===== config.mk =====
export PLATFORM = sky130hd
export DESIGN_NAME = metadata_packer
export DESIGN_NICKNAME = d
export VERILOG_FILES = /design/src/rtl/metadata_pkg.sv /design/src/rtl/axis_skid_buffer.sv /design/src/rtl/metadata_packer.sv
export SDC_FILE = /design/constraint.sdc
export NUM_CORES = 1
export LEC_CHECK = 0
export CORE_UTILIZATION = 60
export DETAILED_ROUTE_END_ITERATION = 12
export PLACE_DENSITY = 0.8
export SYNTH_ARGS = -nofsm -noshare
export SYNTH_HDL_FRONTEND = slang
export SYNTH_SLANG_ARGS = --single-unit

===== constraint.sdc =====
create_clock -name clk -period 3.9 [get_ports clk]
set_input_delay 0.585 -clock clk [delete_from_list [all_inputs] [get_ports clk]]
set_output_delay 0.585 -clock clk [all_outputs]
set_load 0.005 [all_outputs]

===== src/rtl/metadata_pkg.sv =====
// Shared constants for the metadata packer and splitter: beat/word widths and lane counter sizing.
package metadata_pkg;

  localparam int unsigned DwDefault = 128;
  localparam int unsigned IwDefault = 32;
  localparam int unsigned NumLanes  = DwDefault / IwDefault;

  // A single-lane configuration still needs a 1-bit counter to stay legal.
  function automatic int unsigned cnt_width(input int unsigned lanes);
    return (lanes > 1) ? $clog2(lanes) : 1;
  endfunction

  localparam int unsigned CntW = cnt_width(NumLanes);

endpackage


===== src/rtl/axis_skid_buffer.sv =====
// Two-entry AXI-Stream skid buffer: main register drives the outputs, skid absorbs one extra beat.
module axis_skid_buffer
  import metadata_pkg::*;
#(
  parameter int unsigned DW = DwDefault
) (
  input  logic          clk,
  input  logic          resetn,
  input  logic [DW-1:0] in_data,
  input  logic          in_valid,
  output logic          in_ready,
  output logic [DW-1:0] out_data,
  output logic          out_valid,
  input  logic          out_ready
);

  logic [DW-1:0] main_q, main_d;
  logic [DW-1:0] skid_q, skid_d;
  logic          main_valid_q, main_valid_d;
  logic          skid_valid_q, skid_valid_d;
  logic          ready_q;
  logic          push, pop;

  assign push = in_valid & ready_q;
  assign pop  = main_valid_q & out_ready;

  always_comb begin
    main_d       = main_q;
    main_valid_d = main_valid_q;
    skid_d       = skid_q;
    skid_valid_d = skid_valid_q;
    if (pop) begin
      if (skid_valid_q) begin
        main_d       = skid_q;
        skid_d       = '0;
        skid_valid_d = 1'b0;
      end else begin
        main_d       = '0;
        main_valid_d = 1'b0;
      end
    end
    // ready_q guarantees the skid slot is free whenever a push happens.
    if (push) begin
      if (!main_valid_d) begin
        main_d       = in_data;
        main_valid_d = 1'b1;
      end else begin
        skid_d       = in_data;
        skid_valid_d = 1'b1;
      end
    end
  end

  always_ff @(posedge clk or negedge resetn) begin
    if (!resetn) begin
      main_q       <= '0;
      main_valid_q <= 1'b0;
      skid_q       <= '0;
      skid_valid_q <= 1'b0;
      ready_q      <= 1'b0;
    end else begin
      main_q       <= main_d;
      main_valid_q <= main_valid_d;
      skid_q       <= skid_d;
      skid_valid_q <= skid_valid_d;
      ready_q      <= ~skid_valid_d;
    end
  end

  assign in_ready  = ready_q;
  assign out_data  = main_q;
  assign out_valid = main_valid_q;

endmodule


===== src/rtl/metadata_packer.sv =====
// Packs IW-bit metadata words into DW-bit beats, lane 0 in the low bits; tlast flushes a partial beat.
module metadata_packer
  import metadata_pkg::*;
#(
  parameter int unsigned DW = DwDefault,
  parameter int unsigned IW = IwDefault
) (
  input  logic          clk,
  input  logic          resetn,
  input  logic [IW-1:0] axis_in_tdata,
  input  logic          axis_in_tvalid,
  input  logic          axis_in_tlast,
  output logic          axis_in_tready,
  output logic [DW-1:0] axis_out_tdata,
  output logic          axis_out_tvalid,
  input  logic          axis_out_tready
);

  localparam int unsigned N    = DW / IW;
  localparam int unsigned CW   = cnt_width(N);
  localparam logic [CW-1:0] LastLane = CW'(N - 1);

  logic [CW-1:0] cnt_q, cnt_d;
  logic [DW-1:0] acc_q, acc_d;
  logic [DW-1:0] merged;
  logic          in_hs;
  logic          beat_done;

  assign in_hs     = axis_in_tvalid & axis_in_tready;
  assign beat_done = in_hs & (axis_in_tlast | (cnt_q == LastLane));

  always_comb begin
    merged = acc_q;
    merged[IW*cnt_q +: IW] = axis_in_tdata;
  end

  always_comb begin
    cnt_d = cnt_q;
    acc_d = acc_q;
    if (beat_done) begin
      // The accumulator clears so padded lanes of the next flush are zero.
      cnt_d = '0;
      acc_d = '0;
    end else if (in_hs) begin
      cnt_d = cnt_q + CW'(1);
      acc_d = merged;
    end
  end

  always_ff @(posedge clk or negedge resetn) begin
    if (!resetn) begin
      cnt_q <= '0;
      acc_q <= '0;
    end else begin
      cnt_q <= cnt_d;
      acc_q <= acc_d;
    end
  end

  axis_skid_buffer #(
    .DW (DW)
  ) u_skid (
    .clk       (clk),
    .resetn    (resetn),
    .in_data   (merged),
    .in_valid  (beat_done),
    .in_ready  (axis_in_tready),
    .out_data  (axis_out_tdata),
    .out_valid (axis_out_tvalid),
    .out_ready (axis_out_tready)
  );

endmodule


==> flow_summary.toml, run 1 <==
[global_routing]
grt_util_all_layers_pct = 33.66
grt_pass1_vias = 14040
grt_max_degree = 129
grt_pass1_wl_mm = 80.88
grt_overflow = 0
grt_antenna_before_repair = 2

[logic_synthesis]
synth_edf_count = 0
ys_seq_elements = 389
ys.flop_type = "dfrtp_1"
yosysWarnings = 0
ys_types = 32
yosysSeqAreaShare_pct = 53.82
synth_fp_nets = 1650
avgSynthCellArea_um2 = 11.25
async_flop_share_pct = 100.0
synthesis.area_um2 = 18090
synthCells = 1608

[final_layout]
utilization_pct = 71.25
nNetsFinal = 1725
final_common_cell = "dfrtp_1"
mostFrequentLayoutCells = "dfrtp_1, mux2i_1, nand2_1"
drive_gt1_share_pct = 6.192
area_growth_pct = 16.76
nFillCells = 2094
fin_cells = 2102
finalInstanceArea_um2 = 21120
n_antenna_cell = 0

[timing]
setup_tns_ns = 0
max_slew_margin_pct = 21.85
drv_slew = 0
rsz0062_at_grt = "false"
clock-skew-final_ns = 0.01974
finalHoldViolations = 0
worst_slack_ns = 0.7954
setup_viol = 0
fmax_mhz = 322.1
worst_pin_slew_ns = 1.172
fin_crit_sh_pct = 79.61
min_period_ns = 3.105
timing.hold.ws_ns = 0.06658

[worst_setup_path]
r2r-start = "cnt_q[0]"
crit_arrival_ns = 3.57
worst_setup_path_end_kind = "register"
path_max_fanout = 23
rrSetupSlack_ns = 0.80
startpoint = "cnt_q[0]"
cp-start-kind = "register"
critPathRequiredTime_ns = 4.36
crit_type = "reg2reg"

[power]
power_density_nw_per_um2 = 562.2
pwr-share-comb_pct = 26.5
leakage_nw = 10.59
clkPwrFrac_pct = 32.5
internal_power_mw = 7.767
swShare_pct = 34.58
p_sw_mw = 4.105
seq_power_share_pct = 41.0
ir_drop_v = 0.0004620
power_mw = 11.87

[clocking]
post_cts_buffers = 0
tritoncts = "done"
clk_pin_slew_ns = 0.07
cts_resized = 0
cts_root_buffer = "clkbuf_16"
cts_sinks = 389
cts_made_buffers = 40
cts_buffer_depth = 3
holdBufCountCts = 0
clk-insertion-delay-late_ns = 0.54
cts_max_level = 2

[floorplanning]
dieWidth_um = 175.6
coreArea_um2 = 29640
dieArea_um2 = 30840
rows = 63
die_h_um = 175.6
initial_core_util_pct = 61.02
boundaryPins = 167

[detailed_routing]
first_iter_violations = 1419
drt_wl_total_mm = 51.38
num_vias = 14240
vias_per_cell = 6.772
ant_nets = 0
drtPass1Iterations = 5
route.detailed.wl_per_inst_um = 24.44
drc = 0

[place]
gp_congestion = 0.8124
pre_cts_slack_ns = 0.8649
placed_cells = 2031
port-buffer-count = 166
dp_hpwl_mm = 29.89
place_area_um2 = 19810

[run]
maxCapViolations = 0

[hold_path]
hold_class = "in2async"

[status]
status = "complete, no violations"
[final cells by class]
type	count	area, um2	share of cell area (%)
Timing Repair Buffer	201	1987	9.409
Tap cell	390	488.0	2.311
Multi-Input combinational cell	1044	7572	35.86
Sequential cell	389	9737	46.11
Inverter	7	26.28	0.1244
Clock buffer	61	1171	5.546
Clock inverter	10	135.1	0.6399
[path summary, 6_finish.rpt]
path,to,depth (start not counted)
worst max-delay path,acc_q[57],6
worst min-delay path,u_skid.skid_q[40],1
worst max register to register,acc_q[57],6
worst min register to register,acc_q[42],2
max in group asynchronous,u_skid.skid_q[8],2
min in group clk,acc_q[42],2
[sequential cells by signal (all words and copies together) (netlist names)]
name                 count
u_skid.out_valid         1
u_skid.in_ready          1
cnt_q                    2
u_skid.skid_valid_q      1
acc_q                  128
u_skid.skid_q          128
u_skid.out_data        128
[routing by layer]
| metal | wire [um] | vias to the layer above | part of all wire, % | track usage (%) |
|---|---|---|---|---|
| li1 | - | 6111 | - | - |
| met1 | 21130 | 7275 | 41 | 47.00 |
| met2 | 23870 | 725 | 46 | 51.94 |
| met3 | 4435 | 120 | 8.6 | 6.104 |
| met4 | 1919 | 4 | 3.7 | 14.42 |
| met5 | 23 | - | 0.045 | 0 |
[cells in the mapped netlist (21+ instances only)]
cell type / count / area (um2)
dfrtp_1: 389 / 9734
mux2i_1: 256 / 2562
nand2_1: 173 / 649.4
a21oi_1: 129 / 645.6
and4_1: 128 / 1121
clkbuf_1: 115 / 431.7
a32oi_1: 78 / 683.2
a31oi_1: 73 / 456.7
nor2b_1: 62 / 387.9
a22o_1: 55 / 481.7
o21ai_1: 38 / 190.2
nor2_1: 24 / 90.09
buf_2: 21 / 105.1
[power groups by stage]
stage	Clock [mW]	Sequential (mW)	Combinational, mW
floorplan	0	4.73	1.96
finish	3.86	4.86	3.15
CTS	3.88	4.85	3.11
global route	4.04	4.91	3.34
detailed placement	0	4.92	3.09
global placement	0	4.90	3.02
[critical path: stages (launching register included)]
cell,delay [ns]
dfrtp_1,0.56
inv_1,0.10
buf_4,0.21
ha_2,0.40
and3b_1,0.51
and4b_1,0.93
a22o_1,0.30
[logic make-up (layout without fill, tap and decap cells)]
logic type / count (synthesis) / in the layout / share of synthesized area (%)
simple gates: 397 / 397 / 12.97
mux: 256 / 256 / 14.17
compound gates: 386 / 386 / 14.02
fa+ha+maj: 5 / 5 / 0.3459
buf+inv: 175 / 279 / 4.670
flops: 389 / 389 / 53.82
Note: power is estimated with default switching activity, not from simulation.
==> run 2, diff against run 1 <==
Settings changed: CORE_UTILIZATION 60 to 58, PLACE_DENSITY 0.8 to 0.77.
Clock period 3.9 ns to 3.07 ns, I/O delays scaled along.
==> flow_summary.toml, run 2 (synthesized netlist as in run 1, its figures left out) <==
[status]
status = "complete, no violations"

[clocking]
cts_made_buffers = 41
holdBufCountCts = 1
clk-insertion-delay-late_ns = 0.54
cts_root_buffer = "clkbuf_16"
post_cts_buffers = 0
clk_pin_slew_ns = 0.06
cts_max_level = 2
cts_resized = 0
cts_sinks = 389
cts_buffer_depth = 3
tritoncts = "done"

[timing]
max_slew_margin_pct = 30.39
setup_viol = 0
worst_pin_slew_ns = 1.043
rsz0062_at_grt = "false"
clock-skew-final_ns = 0.02089
drv_slew = 0
setup_tns_ns = 0
min_period_ns = 2.874
finalHoldViolations = 0
fin_crit_sh_pct = 93.62
fmax_mhz = 347.9

[floorplanning]
boundaryPins = 167
initial_core_util_pct = 58.97
die_h_um = 178.6
dieWidth_um = 178.6
dieArea_um2 = 31890
rows = 64
coreArea_um2 = 30670

[detailed_routing]
drtPass1Iterations = 5
drt_wl_total_mm = 53.03
num_vias = 14270
drc = 0
first_iter_violations = 1375
vias_per_cell = 6.714
ant_nets = 0
route.detailed.wl_per_inst_um = 24.95

[final_layout]
mostFrequentLayoutCells = "dfrtp_1, mux2i_1, nand2_1"
nNetsFinal = 1741
nFillCells = 2178
final_common_cell = "dfrtp_1"
area_growth_pct = 18.64
drive_gt1_share_pct = 7.572
multi_input_area_um2 = 7564
regArea_um2 = 9737
n_antenna_cell = 0

[power]
ir_drop_v = 0.0004807
leakage_nw = 10.78
power_mw = 15.64
power_density_nw_per_um2 = 728.7

[hold_path]
holdPathEnd = "acc_q[1]"
hold_class = "reg2reg"
hold_start = "acc_q[1]"
hold_depth = 2

[worst_setup_path]
worst-path-buf-inv = 1
worst_setup_path_end_kind = "register"
critPathRequiredTime_ns = 3.52
r2r-start = "cnt_q[0]"
startpoint = "cnt_q[0]"
cp_cell_sequence = "inv_1 > ha_2 > and3b_1 > and4b_1 > a22o_1"
rr_worst_depth = 5
rrSetupSlack_ns = 0.20
worstReg2RegEnd = "acc_q[41]"
cp-start-kind = "register"
crit_arrival_ns = 3.32
path_max_fanout = 23
slowest_delay_ns = 0.90
cpMaxStageDelayCell = "and4b_1"
crit_type = "reg2reg"
critical-path-top-delay-family = "simple AND/OR/NAND/NOR gates"

[global_routing]
grt_overflow = 0
grt_pass1_wl_mm = 82.10
grt_antenna_before_repair = 1
grt_max_degree = 83
grt_pass1_vias = 14340
grt_util_all_layers_pct = 33.63

[place]
dp_hpwl_mm = 31.37
gp_congestion = 0.8263
port-buffer-count = 166

[run]
maxCapViolations = 0
-- run 2: worst max-delay path by stage --
stage	end	slack, ns	cells past startpoint
2_1_floorplan	acc_q[38]	0.75	9
3_3_place_gp	acc_q[40]	0.43	5
3_5_place_dp	acc_q[41]	0.24	5
4_1_cts	acc_q[41]	0.22	5
5_1_grt	acc_q[41]	0.08	5
6_report	acc_q[41]	0.20	5
-- run 2: area by class of cell --
type	instances	area share, %
inverter	7	0.1224
clock inverter	9	0.5947
tap	396	2.309
multi-input combinational	1044	35.25
timing repair buffer	216	10.16
sequential	389	45.38
clock buffer	65	6.192
-- run 2: worst reg2reg max path: stages, from the launching register on --
cell,delay [ns]
dfrtp_1,0.56
inv_1,0.35
ha_2,0.51
and3b_1,0.19
and4b_1,0.90
a22o_1,0.29
-- run 2: report_power, final --
group          switching, mW  internal [mW]  leakage, nW
sequential             0.472           5.67         5.41
clock                   2.04           3.22        0.725
combinational           2.84           1.40         4.65
-- run 2: through the flow --
step	util (%)	setup WS, ns	cell area, um2	hold WS, ns	std cells
finish	69.97	0.1958	21460	0.4741	2126
global route	69.97	0.08103	21460	0.4978	2126
CTS	69.97	0.2202	21460	0.4759	2126
detailed placement	65.18	0.2383	19990	0.4623	2051
global placement	65.18	0.4269	19990	0.4555	2051
floorplan	-	0.7548	18090	0.1649	1608
-- run 2: metal layers --
metal | track usage (%) | share of wire [%]
met1 | 46.82 | 42
met5 | 0 | 0.025
met3 | 6.117 | 7.8
met4 | 13.03 | 3.3
met2 | 52.45 | 47
==> run 3, diff against run 2 <==
--- a/config.mk
+++ b/config.mk
@@ -8,4 +8,5 @@
 export CORE_UTILIZATION = 58
 export DETAILED_ROUTE_END_ITERATION = 12
+export GPL_TIMING_DRIVEN = 0
 export PLACE_DENSITY = 0.77
 export SYNTH_ARGS = -nofsm -noshare
==> constraint.sdc (replaced) <==
create_clock -name clk -period 3.07 [get_ports clk]
set_input_delay 0.614 -clock clk [delete_from_list [all_inputs] [get_ports clk]]
set_output_delay 0.614 -clock clk [all_outputs]
set_load 0.005 [all_outputs]
==> flow_summary.toml, run 3 (synthesized netlist as in run 1, its figures left out) <==
[final_layout]
multi_input_area_um2 = 7507
drive_gt1_share_pct = 6.749
nFillCells = 2191
regArea_um2 = 9734
nNetsFinal = 1863
fin_cells = 2249
final_common_cell = "dfrtp_1"
area_growth_pct = 20.37
mostFrequentLayoutCells = "dfrtp_1, mux2i_1, nand2_1"
utilization_pct = 70.99

[timing]
clock-skew-final_ns = 0.01198
drv_slew = 0
rsz0062_at_grt = "false"
min_period_ns = 2.950
finalHoldViolations = 0
setup_viol = 0
setup_tns_ns = 0
max_slew_margin_pct = 22.41
worst_pin_slew_ns = 1.164
fmax_mhz = 339.0
worst_slack_ns = 0.1204
fin_crit_sh_pct = 96.08

[floorplanning]
dieWidth_um = 178.6
boundaryPins = 167
coreArea_um2 = 30670
initial_core_util_pct = 58.97
rows = 64
dieArea_um2 = 31890
die_h_um = 178.6

[detailed_routing]
first_iter_violations = 1394
vias_per_cell = 6.460
drc = 0
drtPass1Iterations = 6
ant_nets = 0
route.detailed.wl_per_inst_um = 24.03
num_vias = 14530
drt_wl_total_mm = 54.04

[worst_setup_path]
r2r-start = "cnt_q[0]"
worst_setup_path_end_kind = "register"
crit_type = "reg2reg"
cpMaxStageDelayCell = "dfrtp_1"
slowest_delay_ns = 0.53
critPathRequiredTime_ns = 3.52
cp_cell_sequence = "inv_1 > clkbuf_2 > ha_1 > nor2b_1 > clkbuf_1 > a32oi_1 > mux2i_1"
rrSetupSlack_ns = 0.12
worst-path-buf-inv = 3
critical-path-top-delay-family = "buffers and inverters"
rr_worst_depth = 7
worstReg2RegEnd = "u_skid.out_data[49]"
crit_arrival_ns = 3.40
cp-start-kind = "register"
path_max_fanout = 12

[clocking]
cts_max_level = 2
cts_root_buffer = "clkbuf_16"
clk-insertion-delay-late_ns = 0.54
cts_sinks = 389
clk_pin_slew_ns = 0.06
cts_buffer_depth = 3
cts_made_buffers = 41
tritoncts = "done"
holdBufCountCts = 0

[place]
gp_congestion = 0.9093
placed_cells = 2174
pre_cts_slack_ns = -0.03375
dp_hpwl_mm = 36.98
port-buffer-count = 166

[power]
power_mw = 15.69
ir_drop_v = 0.0005593
leakage_nw = 10.89
power_density_nw_per_um2 = 720.6

[global_routing]
grt_pass1_vias = 14480
grt_util_all_layers_pct = 34.48
grt_overflow = 0
grt_antenna_before_repair = 5
grt_pass1_wl_mm = 82.83
grt_max_degree = 108

[hold_path]
hold_class = "in2async"

[run]
maxCapViolations = 0

[status]
status = "complete, no violations"
## run 3: cell types whose count changed in the layout (fill, tap and decap cells not counted), sizes merged
| cell | before | now |
|---|---|---|
| buf | 51 | 58 |
| bufinv | 3 | 6 |
| clkbuf | 65 | 174 |
| clkdlybuf4s50 | 164 | 165 |
| clkinv | 4 | 7 |
| diode | 0 | 1 |
| dlygate4sd3 | 1 | 0 |
## run 3: worst max-delay path by stage
stage                                from                  end  slack, ns  cells after the start
after floorplan                  cnt_q[0]            acc_q[38]       0.75                      9
after global placement             resetn  u_skid.out_data[18]     -15.49                      1
after detailed placement  axis_out_tready  u_skid.out_data[89]      -0.03                      6
after CTS                        cnt_q[0]    u_skid.skid_q[18]       0.05                      8
after global routing             cnt_q[0]            acc_q[89]       0.03                      8
final                            cnt_q[0]  u_skid.out_data[49]       0.12                      7
## run 3: through the flow
step	area (um2)	hold slack (ns)
2_1_floorplan	18090	0.3184
3_3_place_gp	20240	0.4559
3_5_place_dp	20360	0.4671
4_1_cts	21760	0.04483
5_1_grt	21770	0.05156
6_report	21770	0.01752
## run 3: layout make-up
| class | count | share of cell area [%] |
|---|---|---|
| clock buffers | 59 | 5.391 |
| clock inverters | 15 | 1.069 |
| flip-flops and latches | 389 | 44.71 |
| multi-input cells | 1044 | 34.48 |
| inverters | 7 | 0.1207 |
| plain buffers | 168 | 3.776 |
| diodes | 1 | 0.01149 |
| well taps | 396 | 2.276 |
| repair buffers | 170 | 8.161 |
## run 3: layer usage
metal,up-vias,wire [um],GRT usage [%]
met1,7273,21810,46.34
met4,8,2177,13.24
met5,-,51,0
met2,724,24280,51.87
met3,136,5710,11.30
li1,6387,-,-
## run 3: power by group
part,switching (mW),internal [mW],total (mW)
logic,3.01,1.45,4.46
clock network,2.07,3.17,5.23
registers,0.334,5.66,6.00
total,5.41,10.3,15.7
## run 3: repair_timing
item | CTS | global route
gates resized for setup | 0 | 6
setup endpoints to repair | 0 | 161
buffers inserted | 0 | 0
